**src/rtl/loop_nest_scheduler_pkg.sv**
```systemverilog
// Shared types for the two-level loop nest scheduler.
// Optional build macro LOOP_SCHED_PERF_EN adds a stall-cycle counter to the top.
package loop_sched_pkg;
    localparam int DEFAULT_W = 32;

    typedef enum logic [1:0] {
        IDLE  = 2'd0,
        ISSUE = 2'd1,
        DRAIN = 2'd2,
        DONE  = 2'd3
    } sched_state_e;
endpackage

```
**src/rtl/loop_nest_scheduler_if.sv**
```systemverilog
// Control/status bundle between the loop nest scheduler (slave) and its user (master).
// stall_cycles exists only when LOOP_SCHED_PERF_EN is defined.
interface loop_nest_scheduler_if #(
    parameter int W = loop_sched_pkg::DEFAULT_W
) ();
    logic         start;
    logic         stall;
    logic         busy;
    logic         iter_valid;
    logic [W-1:0] outer_idx;
    logic [W-1:0] inner_idx;
    logic         last_iter;
    logic         done;
`ifdef LOOP_SCHED_PERF_EN
    logic [W-1:0] stall_cycles;
`endif

    modport master (
        output start, stall,
`ifdef LOOP_SCHED_PERF_EN
        input  stall_cycles,
`endif
        input  busy, iter_valid, outer_idx, inner_idx, last_iter, done
    );

    modport slave (
        input  start, stall,
`ifdef LOOP_SCHED_PERF_EN
        output stall_cycles,
`endif
        output busy, iter_valid, outer_idx, inner_idx, last_iter, done
    );
endinterface

```
**src/rtl/loop_nest_scheduler_ii_pacer.sv**
```systemverilog
// Initiation-interval pacer: fires on unstalled cycles where the pace count is 0.
// The count advances only on unstalled cycles and is held at 0 while clear is high.
module ii_pacer #(
    parameter int II = 1
) (
    input  logic clk,
    input  logic rst,
    input  logic clear,
    input  logic stall,
    output logic fire
);
    localparam int PW = (II > 1) ? $clog2(II) : 1;
    localparam logic [PW-1:0] PACE_LAST = PW'(II - 1);

    logic [PW-1:0] pace;

    always_ff @(posedge clk) begin
        if (rst || clear)
            pace <= '0;
        else if (!stall)
            pace <= (pace == PACE_LAST) ? '0 : pace + 1'b1;
    end

    assign fire = (pace == '0) && !stall;
endmodule

```
**src/rtl/loop_nest_scheduler.sv**
```systemverilog
// Issues a row-major two-level loop nest at one iteration per II unstalled cycles,
// drains DEPTH cycles, then pulses done. Optional: LOOP_SCHED_PERF_EN (stall_cycles).
module loop_nest_scheduler
    import loop_sched_pkg::*;
#(
    parameter int N_OUTER = 4,
    parameter int N_INNER = 4,
    parameter int II      = 1,
    parameter int DEPTH   = 3,
    parameter int W       = DEFAULT_W
) (
    input  logic                  clk,
    input  logic                  rst,
    loop_nest_scheduler_if.slave  bus
);
    if (N_OUTER < 1 || N_INNER < 1 || II < 1) begin : g_bad_params
        $error("loop_nest_scheduler: N_OUTER, N_INNER and II must all be >= 1");
    end

    localparam logic [W-1:0] OUTER_LAST = W'(N_OUTER - 1);
    localparam logic [W-1:0] INNER_LAST = W'(N_INNER - 1);
    localparam logic [W-1:0] DRAIN_LOAD = W'(DEPTH);

    sched_state_e state_q, state_d;
    logic [W-1:0] outer_q, outer_d;
    logic [W-1:0] inner_q, inner_d;
    logic [W-1:0] drain_q, drain_d;
    logic         fire;
    logic         iter_valid;
    logic         last_iter;

    // Pace is pinned to 0 outside ISSUE so each nest starts with an immediate issue.
    ii_pacer #(.II(II)) u_pacer (
        .clk   (clk),
        .rst   (rst),
        .clear (state_q != ISSUE),
        .stall (bus.stall),
        .fire  (fire)
    );

    assign iter_valid = (state_q == ISSUE) && fire;
    assign last_iter  = iter_valid && (outer_q == OUTER_LAST) && (inner_q == INNER_LAST);

    always_ff @(posedge clk) begin
        if (rst) begin
            state_q <= IDLE;
            outer_q <= '0;
            inner_q <= '0;
            drain_q <= '0;
        end else begin
            state_q <= state_d;
            outer_q <= outer_d;
            inner_q <= inner_d;
            drain_q <= drain_d;
        end
    end

    always_comb begin
        state_d = state_q;
        outer_d = outer_q;
        inner_d = inner_q;
        drain_d = drain_q;
        case (state_q)
            IDLE: begin
                if (bus.start) begin
                    state_d = ISSUE;
                    outer_d = '0;
                    inner_d = '0;
                end
            end
            ISSUE: begin
                if (last_iter) begin
                    state_d = (DEPTH == 0) ? DONE : DRAIN;
                    drain_d = DRAIN_LOAD;
                end else if (iter_valid) begin
                    if (inner_q == INNER_LAST) begin
                        inner_d = '0;
                        outer_d = outer_q + W'(1);
                    end else begin
                        inner_d = inner_q + W'(1);
                    end
                end
            end
            DRAIN: begin
                if (!bus.stall) begin
                    drain_d = drain_q - W'(1);
                    if (drain_q == W'(1))
                        state_d = DONE;
                end
            end
            DONE: begin
                state_d = IDLE;
                outer_d = '0;
                inner_d = '0;
            end
            default: state_d = IDLE;
        endcase
    end

    assign bus.busy       = (state_q != IDLE);
    assign bus.iter_valid = iter_valid;
    assign bus.last_iter  = last_iter;
    assign bus.done       = (state_q == DONE);
    assign bus.outer_idx  = outer_q;
    assign bus.inner_idx  = inner_q;

`ifdef LOOP_SCHED_PERF_EN
    logic [W-1:0] stall_cnt;

    always_ff @(posedge clk) begin
        if (rst)
            stall_cnt <= '0;
        else if (state_q == IDLE && bus.start)
            stall_cnt <= '0;
        else if ((state_q == ISSUE || state_q == DRAIN) && bus.stall && stall_cnt != '1)
            stall_cnt <= stall_cnt + W'(1);
    end

    assign bus.stall_cycles = stall_cnt;
`endif
endmodule

```
**src/flat_wrapper.sv**
```systemverilog
// flat-port wrapper written by rule: the top's interface ports become plain ports
module loop_nest_scheduler_flat import loop_sched_pkg::*;
#(
    parameter int N_OUTER = 4,
    parameter int N_INNER = 4,
    parameter int II      = 1,
    parameter int DEPTH   = 3,
    parameter int W       = DEFAULT_W
)
  (clk, rst, bus_start, bus_stall, bus_busy, bus_iter_valid, bus_outer_idx, bus_inner_idx, bus_last_iter, bus_done);
  loop_nest_scheduler_if #(.W(W)) bus_i ();
  input  logic clk;
  input  logic rst;
  input wire logic [$bits(bus_i.start)-1:0] bus_start;
  input wire logic [$bits(bus_i.stall)-1:0] bus_stall;
  output wire logic [$bits(bus_i.busy)-1:0] bus_busy;
  output wire logic [$bits(bus_i.iter_valid)-1:0] bus_iter_valid;
  output wire logic [$bits(bus_i.outer_idx)-1:0] bus_outer_idx;
  output wire logic [$bits(bus_i.inner_idx)-1:0] bus_inner_idx;
  output wire logic [$bits(bus_i.last_iter)-1:0] bus_last_iter;
  output wire logic [$bits(bus_i.done)-1:0] bus_done;
  assign bus_i.start = bus_start;
  assign bus_i.stall = bus_stall;
  assign bus_busy = bus_i.busy;
  assign bus_iter_valid = bus_i.iter_valid;
  assign bus_outer_idx = bus_i.outer_idx;
  assign bus_inner_idx = bus_i.inner_idx;
  assign bus_last_iter = bus_i.last_iter;
  assign bus_done = bus_i.done;
  loop_nest_scheduler #(.N_OUTER(N_OUTER), .N_INNER(N_INNER), .II(II), .DEPTH(DEPTH), .W(W)) u_core (.clk(clk), .rst(rst), .bus(bus_i));
endmodule
```
**config.mk**
```make
export PLATFORM = sky130hd
export DESIGN_NAME = loop_nest_scheduler_flat
export DESIGN_NICKNAME = d
export VERILOG_FILES = /design/src/rtl/loop_nest_scheduler_pkg.sv /design/src/rtl/loop_nest_scheduler_if.sv /design/src/rtl/loop_nest_scheduler_ii_pacer.sv /design/src/rtl/loop_nest_scheduler.sv /design/src/flat_wrapper.sv
export SDC_FILE = /design/constraint.sdc
export NUM_CORES = 1
export LEC_CHECK = 0
export ABC_AREA = 1
export CAP_MARGIN = 5
export CORE_AREA = 2 2 156 158
export CTS_CLUSTER_SIZE = 24
export DETAILED_ROUTE_END_ITERATION = 12
export DIE_AREA = 0 0 158 160
export PLACE_DENSITY = 0.55
export SLEW_MARGIN = 10
export SYNTH_ARGS = -nofsm -noshare
export SYNTH_HDL_FRONTEND = slang
export SYNTH_HIERARCHICAL = 1
export SYNTH_SLANG_ARGS = --single-unit
```
**constraint.sdc**
```tcl
create_clock -name clk -period 2.4 [get_ports clk]
set_input_delay 0.36 -clock clk [delete_from_list [all_inputs] [get_ports clk]]
set_output_delay 0.36 -clock clk [all_outputs]
set_load 0.01 [all_outputs]
```
==> summary.md, run 1 <==
| Metric | Value |
|---|---|
| CTS clock-pin slew for the worst setup and hold paths | `around 0.070 ns` |
| DRC viols | `0` |
| Post-CTS setup repair buffer count | `0` |
| Pwr per Cell Area | `716 nW/um^2` |
| Fin nets | `1285` |
| Final Skew | `0.0159 ns` |
| Ports | `between 70 and 80` |
| Port buffer count | `71` |
| Post-synth cell types | `31` |
| Register area share after synthesis | `28.3%` |
| Die X | `158 um` |
| Ratio of cells with drive above 1 in the final layout | `~6.7%` |
| Unrepaired setup endpoints after global routing | `no` |
| Cell Area, Synth | `6940 um^2` |
| Top sig layer | `met4` |
| Met2 wire length | `about 10000 um` |
| Period utilization | `90.8%` |
| Worst EP arrival | `between 1.5 and 2 ns` |
| Cells on worst reg2reg path | `10` |
| Synthesized area per cell | `5.83 um^2` |
| Count of final hold-check violations | `0` |
| GRT Total Usage | `17.6%` |
| Die Y | `160 um` |
| Flop2flop setup slack | `0.34 ns` |
| Setup TNS | `0 ns` |
| Hold Path Class | `reg -> reg` |
| Max-cap violations | `0` |
| Top-count cell post-synth | `nand2_1` |
| Initial antenna violation count | `0` |
| Worst skew pair latency | `between 0.3 and 0.4 ns` |
| Critical Path RT | `around 2 ns` |
| Clk sinks | `98` |
| Fin util | `35.7%` |
| Remaining global-route overflow | `0` |
| WHS Path Cells | `2` |
| Die ar. | `25300 um^2` |
| Global-route wire length before repair | `35900 um` |
| Synth Net Count | `1203` |
| Post-Syn Instances | `1190` |
| Peak supply drop | `0.000480 V` |
| Routed wl met3 | `between 700 and 800 um` |
| Synth Flop Type | `dfxtp_1` |
| Most area-consuming cells after synthesis | `dfxtp_1 (28%), nand2_1 (21%), nor2_1 (16%)` |
| CTS H-tree lvls | `3` |
| Final hold slack | `0.488 ns` |
| Core ar. | `approximately 24000 um^2` |
| Vias | `about 7.4k` |
| Startpoint types | `flop` |
| Slew @ Worst Pin | `0.647 ns` |
| Ant. Diodes | `0` |
| Largest net degree at the start of global routing | `between 50 and 60` |
| EDFF count, synth | `0` |
| Worst Path Class, Setup | `reg -> out` |
| Initial Utilization | `between 20 and 30%` |
| Hold endpoint | `u_core/drain_q[29]$_SDFFE_PP0P_` |
| CTS buffer count | `9` |
| CTS tree | `yes` |
| Hold_sp | `u_core/drain_q[29]$_SDFFE_PP0P_` |
| Fmax | `459 MHz` |
| Vias in the first global route | `~7.0k` |
| Met1 WL | `10700 um` |
| Synthesis-stage register bit count | `98` |
| FP Rows | `57` |
| Routed Antenna Nets | `0` |
| Final HPWL DP | `15900 um` |
| Final Wtd Congestion | `0.913` |
| Warnings from Yosys | `6` |
| RR Startpoint | `u_core/state_q[0]$_SDFFE_PP0P_` |
| RR Endpoint | `u_core/bus.inner_idx[16]$_SDFFE_PP0P_` |
| Area Overhead vs Synth | `22.5%` |
| WL/cell | `13.7 um` |
| Outcome | `finished clean` |
| Top-area cell type share of the netlist area | `28.3%` |
| Root Driver | `clkbuf_16` |
| Cell taking the most area after synthesis | `dfxtp_1` |
| DRT Pass-1 Iters | `5` |
| Nature of the critical path endpoint | `primary output` |
| Slew Viols, Final | `0` |
| Ys async rst share | `0%` |
| Vias per cell | `4.64` |
| Max-slew headroom | `56.9%` |
| Leakage | `3.18 nW` |
| Period minus WS final | `2.18 ns` |
| Synth cell count leaders | `nand2_1 (395), nor2_1 (290), dfxtp_1 (98)` |
| Final setup fails | `0` |
| Crit path max fanout | `4` |
| Total Power | `6.09 mW` |
| DR iter-0 viols | `465` |
| Final WL | `~22000 um` |
| Longest Clk Path Bufs | `2` |
-- sequential cells by signal, indices dropped and copies added, names as in the netlist --
register and count:
u_core/bus.inner_idx 32, u_core/bus.outer_idx 32, u_core/drain_q 32, u_core/state_q 2
-- worst max path at each step --
stage / slack [ns] / start / endpoint
final: 0.22 / u_core/bus.outer_idx[0]$_SDFFE_PP0P_ / bus_last_iter
after global routing: 0.06 / u_core/bus.outer_idx[0]$_SDFFE_PP0P_ / bus_last_iter
after CTS: 0.16 / u_core/bus.inner_idx[13]$_SDFFE_PP0P_ / u_core/bus.outer_idx[27]$_SDFFE_PP0P_
after detailed placement: -0.09 / bus_stall / u_core/bus.outer_idx[27]$_SDFFE_PP0P_
after global placement: -0.04 / bus_stall / u_core/bus.outer_idx[20]$_SDFFE_PP0P_
after floorplan: 0.66 / u_core/state_q[1]$_SDFFE_PP0P_ / u_core/bus.inner_idx[6]$_SDFFE_PP0P_
-- cell usage in the layout (no fill, tap or decap), types with 3 or more instances in the layout --
| master | netlist | final |
|---|---|---|
| nand3_1 | 67 | 67 |
| xnor2_1 | 31 | 31 |
| nor2_1 | 290 | 289 |
| o21ai_0 | 6 | 6 |
| ha_1 | 9 | 8 |
| nand4_1 | 16 | 16 |
| a21oi_1 | 97 | 97 |
| or2_2 | 3 | 3 |
| nor2_4 | 2 | 3 |
| nand2_1 | 395 | 395 |
| inv_1 | 57 | 57 |
| xor2_1 | 31 | 31 |
| buf_4 | 6 | 44 |
| clkdlybuf4s50_1 | 0 | 69 |
| nor3_2 | 3 | 3 |
| clkbuf_16 | 0 | 9 |
| nor3_1 | 17 | 17 |
| inv_2 | 4 | 4 |
| o21bai_1 | 8 | 8 |
| dfxtp_1 | 98 | 96 |
-- stage by stage --
stage / worst slack, ns / instances / cell area (um^2)
after floorplan: 0.655 / 1190 / 6940
after CTS: 0.159 / 1600 / 8500
after global routing: 0.0589 / 1601 / 8510
after global placement: -0.0448 / 1584 / 8150
after detailed placement: -0.0931 / 1584 / 8150
final: 0.220 / 1601 / 8510
-- layout make-up --
type,count,area (um^2)
flip-flops and latches,98,1960
clock inverters,6,87.6
multi-input cells,985,4510
fillers,2735,15300
clock buffers,10,239
inverters,62,233
repair buffers,116,1070
well taps,324,405
-- worst max-delay path, cell delays in order (launching register included) --
cell and delay, ns:
dfxtp_2 0.37, ha_1 0.18, inv_1 0.10, nor3_1 0.14, nand2_1 0.10, nor2_1 0.15, nand2_2 0.06, inv_1 0.09
dlygate4sd2_1 0.28
-- routing by layer --
layer	vias to the layer above	track usage (%)
met5	-	0
met4	0	4.50
met3	21	2.17
met2	126	28.9
met1	3369	24.3
li1	3912	-
-- report_power, final --
part | internal (mW) | switching, mW | leakage, nW
Clock | 0.948 | 0.697 | 0.163
Sequential | 1.69 | 0.0657 | 0.791
Combinational | 0.859 | 1.83 | 2.22
Total | 3.49 | 2.59 | 3.18
-- timing repair --
| action | in CTS | in global routing |
|---|---|---|
| gates cloned | 0 | 1 |
| hold buffers | 0 | 0 |
| resized for setup | 6 | 1 |
| pin swaps | 0 | 0 |
| endpoints found under the setup margin | 1 | 5 |
-- cell families after synthesis --
logic type	synth area share, %
AND/OR/NAND/NOR	46.6
buffers and inverters	7.17
adder cells (fa/ha/maj)	1.62
flip-flops	28.3
XOR/XNOR	7.82
AO/OA/AOI/OAI	8.49
Note: power is estimated with default switching activity, not from simulation.
==> run 2: changes to the inputs <==
--- a/config.mk
+++ b/config.mk
@@ -12,6 +12,8 @@
 export DETAILED_ROUTE_END_ITERATION = 12
 export DIE_AREA = 0 0 158 160
 export PLACE_DENSITY = 0.55
+export RECOVER_POWER = 100
+export SETUP_SLACK_MARGIN = 0.4
 export SLEW_MARGIN = 10
 export SYNTH_ARGS = -nofsm -noshare
 export SYNTH_HDL_FRONTEND = slang
==> run 2 against run 1 <==
Flip-flop and latch count is the same. Sequential share of layout area fell by 0.25 points. Cell count grew 0.12%. Power increased by 2.2%. Critical path type is now reg -> reg. Critical endpoint is now u_core/bus.inner_idx[31]$_SDFFE_PP0P_.
==> summary.md, run 2 (synthesized netlist as in run 1, its figures left out) <==
| Metric | Value |
|---|---|
| Period utilization | `84.1% (was 90.8%)` |
| Initial antenna violation count | `0 (unchanged)` |
| Final Skew | `0.0165 ns (was 0.0159 ns)` |
| Port buffer count | `71 (unchanged)` |
| Slew Viols, Final | `0 (unchanged)` |
| CTS clock-pin slew for the worst setup and hold paths | `0.08 ns (was 0.07 ns)` |
| GRT Total Usage | `17.8% (was 17.6%)` |
| Ratio of cells with drive above 1 in the final layout | `8.76% (was 6.66%)` |
| Setup TNS | `0 ns (unchanged)` |
| Final setup fails | `0 (unchanged)` |
| CTS Hold Bufs | `0 (unchanged)` |
| Global-route wire length before repair | `36200 um (was 35900 um)` |
| CTS tree | `yes (unchanged)` |
| Core ar. | `23800 um^2 (unchanged)` |
| Combinational Power Share | `45.2% (was 44.2%)` |
| DRT Pass-1 Iters | `5 (unchanged)` |
| Hold Path Class | `reg -> reg (unchanged)` |
| Post-Place Worst Slack | `-0.0931 ns (unchanged)` |
| Initial Utilization | `29.1% (unchanged)` |
| CTS buffer count | `9 (unchanged)` |
| CTS H-tree lvls | `3 (unchanged)` |
| Pwr per Cell Area | `720 nW/um^2 (was 716 nW/um^2)` |
| Internal power | `3.59 mW (was 3.49 mW)` |
| Root Driver | `clkbuf_16 (unchanged)` |
| Die Y | `160 um (unchanged)` |
| Critical Path RT | `2.61 ns (was 2.04 ns)` |
| Max-slew headroom | `53.2% (was 56.9%)` |
| FP Rows | `57 (unchanged)` |
| Startpoint types | `flop (unchanged)` |
| DRC viols | `0 (unchanged)` |
| Ports | `72 (unchanged)` |
| Area Overhead vs Synth | `24.4% (was 22.5%)` |
| Fin nets | `1287 (was 1285)` |
| Nature of the critical path endpoint | `flop (was primary output)` |
| Period minus WS final | `2.02 ns (was 2.18 ns)` |
| Total Power | `6.22 mW (was 6.09 mW)` |
| Die ar. | `25300 um^2 (unchanged)` |
| Routed Antenna Nets | `0 (unchanged)` |
| Crit path max fanout | `32 (was 4)` |
| Largest net degree at the start of global routing | `58 (unchanged)` |
| Sw power | `2.63 mW (was 2.59 mW)` |
| Unrepaired setup endpoints after global routing | `yes (was no)` |
| Vias | `7471 (was 7428)` |
| Vias in the first global route | `7001 (was 6976)` |
| Worst Path Class, Setup | `reg -> reg (was reg -> out)` |
| Worst skew pair latency | `0.36 ns (about the same)` |
| Final WL | `22100 um (was 22000 um)` |
| Final Wtd Congestion | `0.913 (unchanged)` |
| WHS Path Cells | `2 (unchanged)` |
| Leading cell type in the layout, fill and taps excluded | `nand2_1 (unchanged)` |
| Fmax | `495 MHz (was 459 MHz)` |
| Remaining global-route overflow | `0 (unchanged)` |
| Longest Clk Path Bufs | `2 (unchanged)` |
| Peak supply drop | `0.000463 V (was 0.000480 V)` |
| Final HPWL DP | `15900 um (unchanged)` |
| Clk sinks | `98 (unchanged)` |
| Fill cell count | `2740 (was 2735)` |
| Final worst setup slack | `0.381 ns (was 0.220 ns)` |
| Die X | `158 um (unchanged)` |
| Worst EP arrival | `2.23 ns (was 1.82 ns)` |
| Switching Fraction | `42.2% (was 42.6%)` |
| Ant. Diodes | `0 (unchanged)` |
| Most frequent cells in the layout | `nand2_1 (394), nor2_1 (274), a21oi_1 (97), dfxtp_1 (93), nand3_1 (67) (was nand2_1 (395), nor2_1 (289), a21oi_1 (97), dfxtp_1 (96), clkdlybuf4s50_1 (69))` |
| Cells on worst reg2reg path | `12 (was 10)` |
| Fin util | `36.3% (was 35.7%)` |
| Leakage | `3.46 nW (was 3.18 nW)` |
| Max-cap violations | `0 (unchanged)` |
| Vias per cell | `4.66 (was 4.64)` |
| DR iter-0 viols | `457 (was 465)` |
| WL/cell | `13.8 um (was 13.7 um)` |
| Outcome | `finished clean (unchanged)` |
| Count of final hold-check violations | `0 (unchanged)` |
| Clock share of power | `26.6% (was 27.0%)` |
| Share of power burned in registers | `28.2% (was 28.8%)` |
| Slew @ Worst Pin | `0.701 ns (was 0.647 ns)` |
run 2: cell types whose count changed in the layout (fill, tap and decap cells not counted), sizes merged:
| cell | before | now |
|---|---|---|
| dlygate4sd3 | 0 | 59 |
| dlymetal6s2s | 0 | 1 |
| clkbuf | 10 | 13 |
| dlygate4sd2 | 1 | 2 |
| clkdlybuf4s50 | 69 | 7 |
run 2: final cells by class:
class | instances | area (um^2) | share of cell area (%)
multi-input combinational | 985 | 4570 | 52.9
sequential | 98 | 1970 | 22.8
timing repair buffer | 118 | 1130 | 13.1
tap | 324 | 405 | 4.69
clock buffer | 10 | 239 | 2.77
inverter | 62 | 233 | 2.69
clock inverter | 6 | 87.6 | 1.01
run 2: worst paths after layout:
| path | start | end | slack, ns |
|---|---|---|---|
| setup / recovery | u_core/bus.outer_idx[0]$_SDFFE_PP0P_ | u_core/bus.inner_idx[31]$_SDFFE_PP0P_ | 0.38 |
| hold / removal | u_core/drain_q[29]$_SDFFE_PP0P_ | u_core/drain_q[29]$_SDFFE_PP0P_ | 0.49 |
| setup reg to reg | u_core/bus.outer_idx[0]$_SDFFE_PP0P_ | u_core/bus.inner_idx[31]$_SDFFE_PP0P_ | 0.38 |
| hold reg to reg | u_core/drain_q[29]$_SDFFE_PP0P_ | u_core/drain_q[29]$_SDFFE_PP0P_ | 0.49 |
run 2: metal layers:
layer  vias up  routed length [um]  GRT usage [%]
li1       3920                   -              -
met1      3412               10900           24.6
met2       120               10300           29.3
met3        19                 640           2.17
met4         0                 278           4.50
met5         -                   0              0
run 2: power groups by stage:
stage | Clock (mW) | Sequential [mW] | Combinational (mW)
2_1_floorplan | 0 | 1.78 | 2.05
3_3_place_gp | 0 | 1.79 | 2.64
3_5_place_dp | 0 | 1.78 | 2.65
4_1_cts | 1.69 | 1.75 | 2.78
5_1_grt | 1.75 | 1.77 | 3.16
6_report | 1.65 | 1.76 | 2.81
run 2: per-stage QoR:
stage               cells  cell area [um^2]  hold WS (ns)
global route         1603              8640         0.528
finish               1603              8640         0.489
global placement     1584              8150         0.476
CTS                  1602              8540         0.491
floorplan            1190              6940         0.458
detailed placement   1584              8150         0.480
run 2: timing repair:
item | in CTS | in global routing
endpoints found under the hold margin | 0 | 0
cloned | 1 | 0
setup buffers | 1 | 1
setup endpoints to repair | 92 | 94
gates resized for setup | 12 | 57
pin swaps | 1 | 3
run 2: worst max-delay path, stage by stage, from the launching register on:
cell and delay, ns:
dfxtp_1 0.41, ha_1 0.21, inv_2 0.07, nor3_2 0.10, nand2_1 0.10, nor2_1 0.14
nand2_2 0.07, buf_4 0.16, nand2_1 0.07, nor2_2 0.03, clkbuf_4 0.29, nand2_1 0.15
a21oi_1 0.06
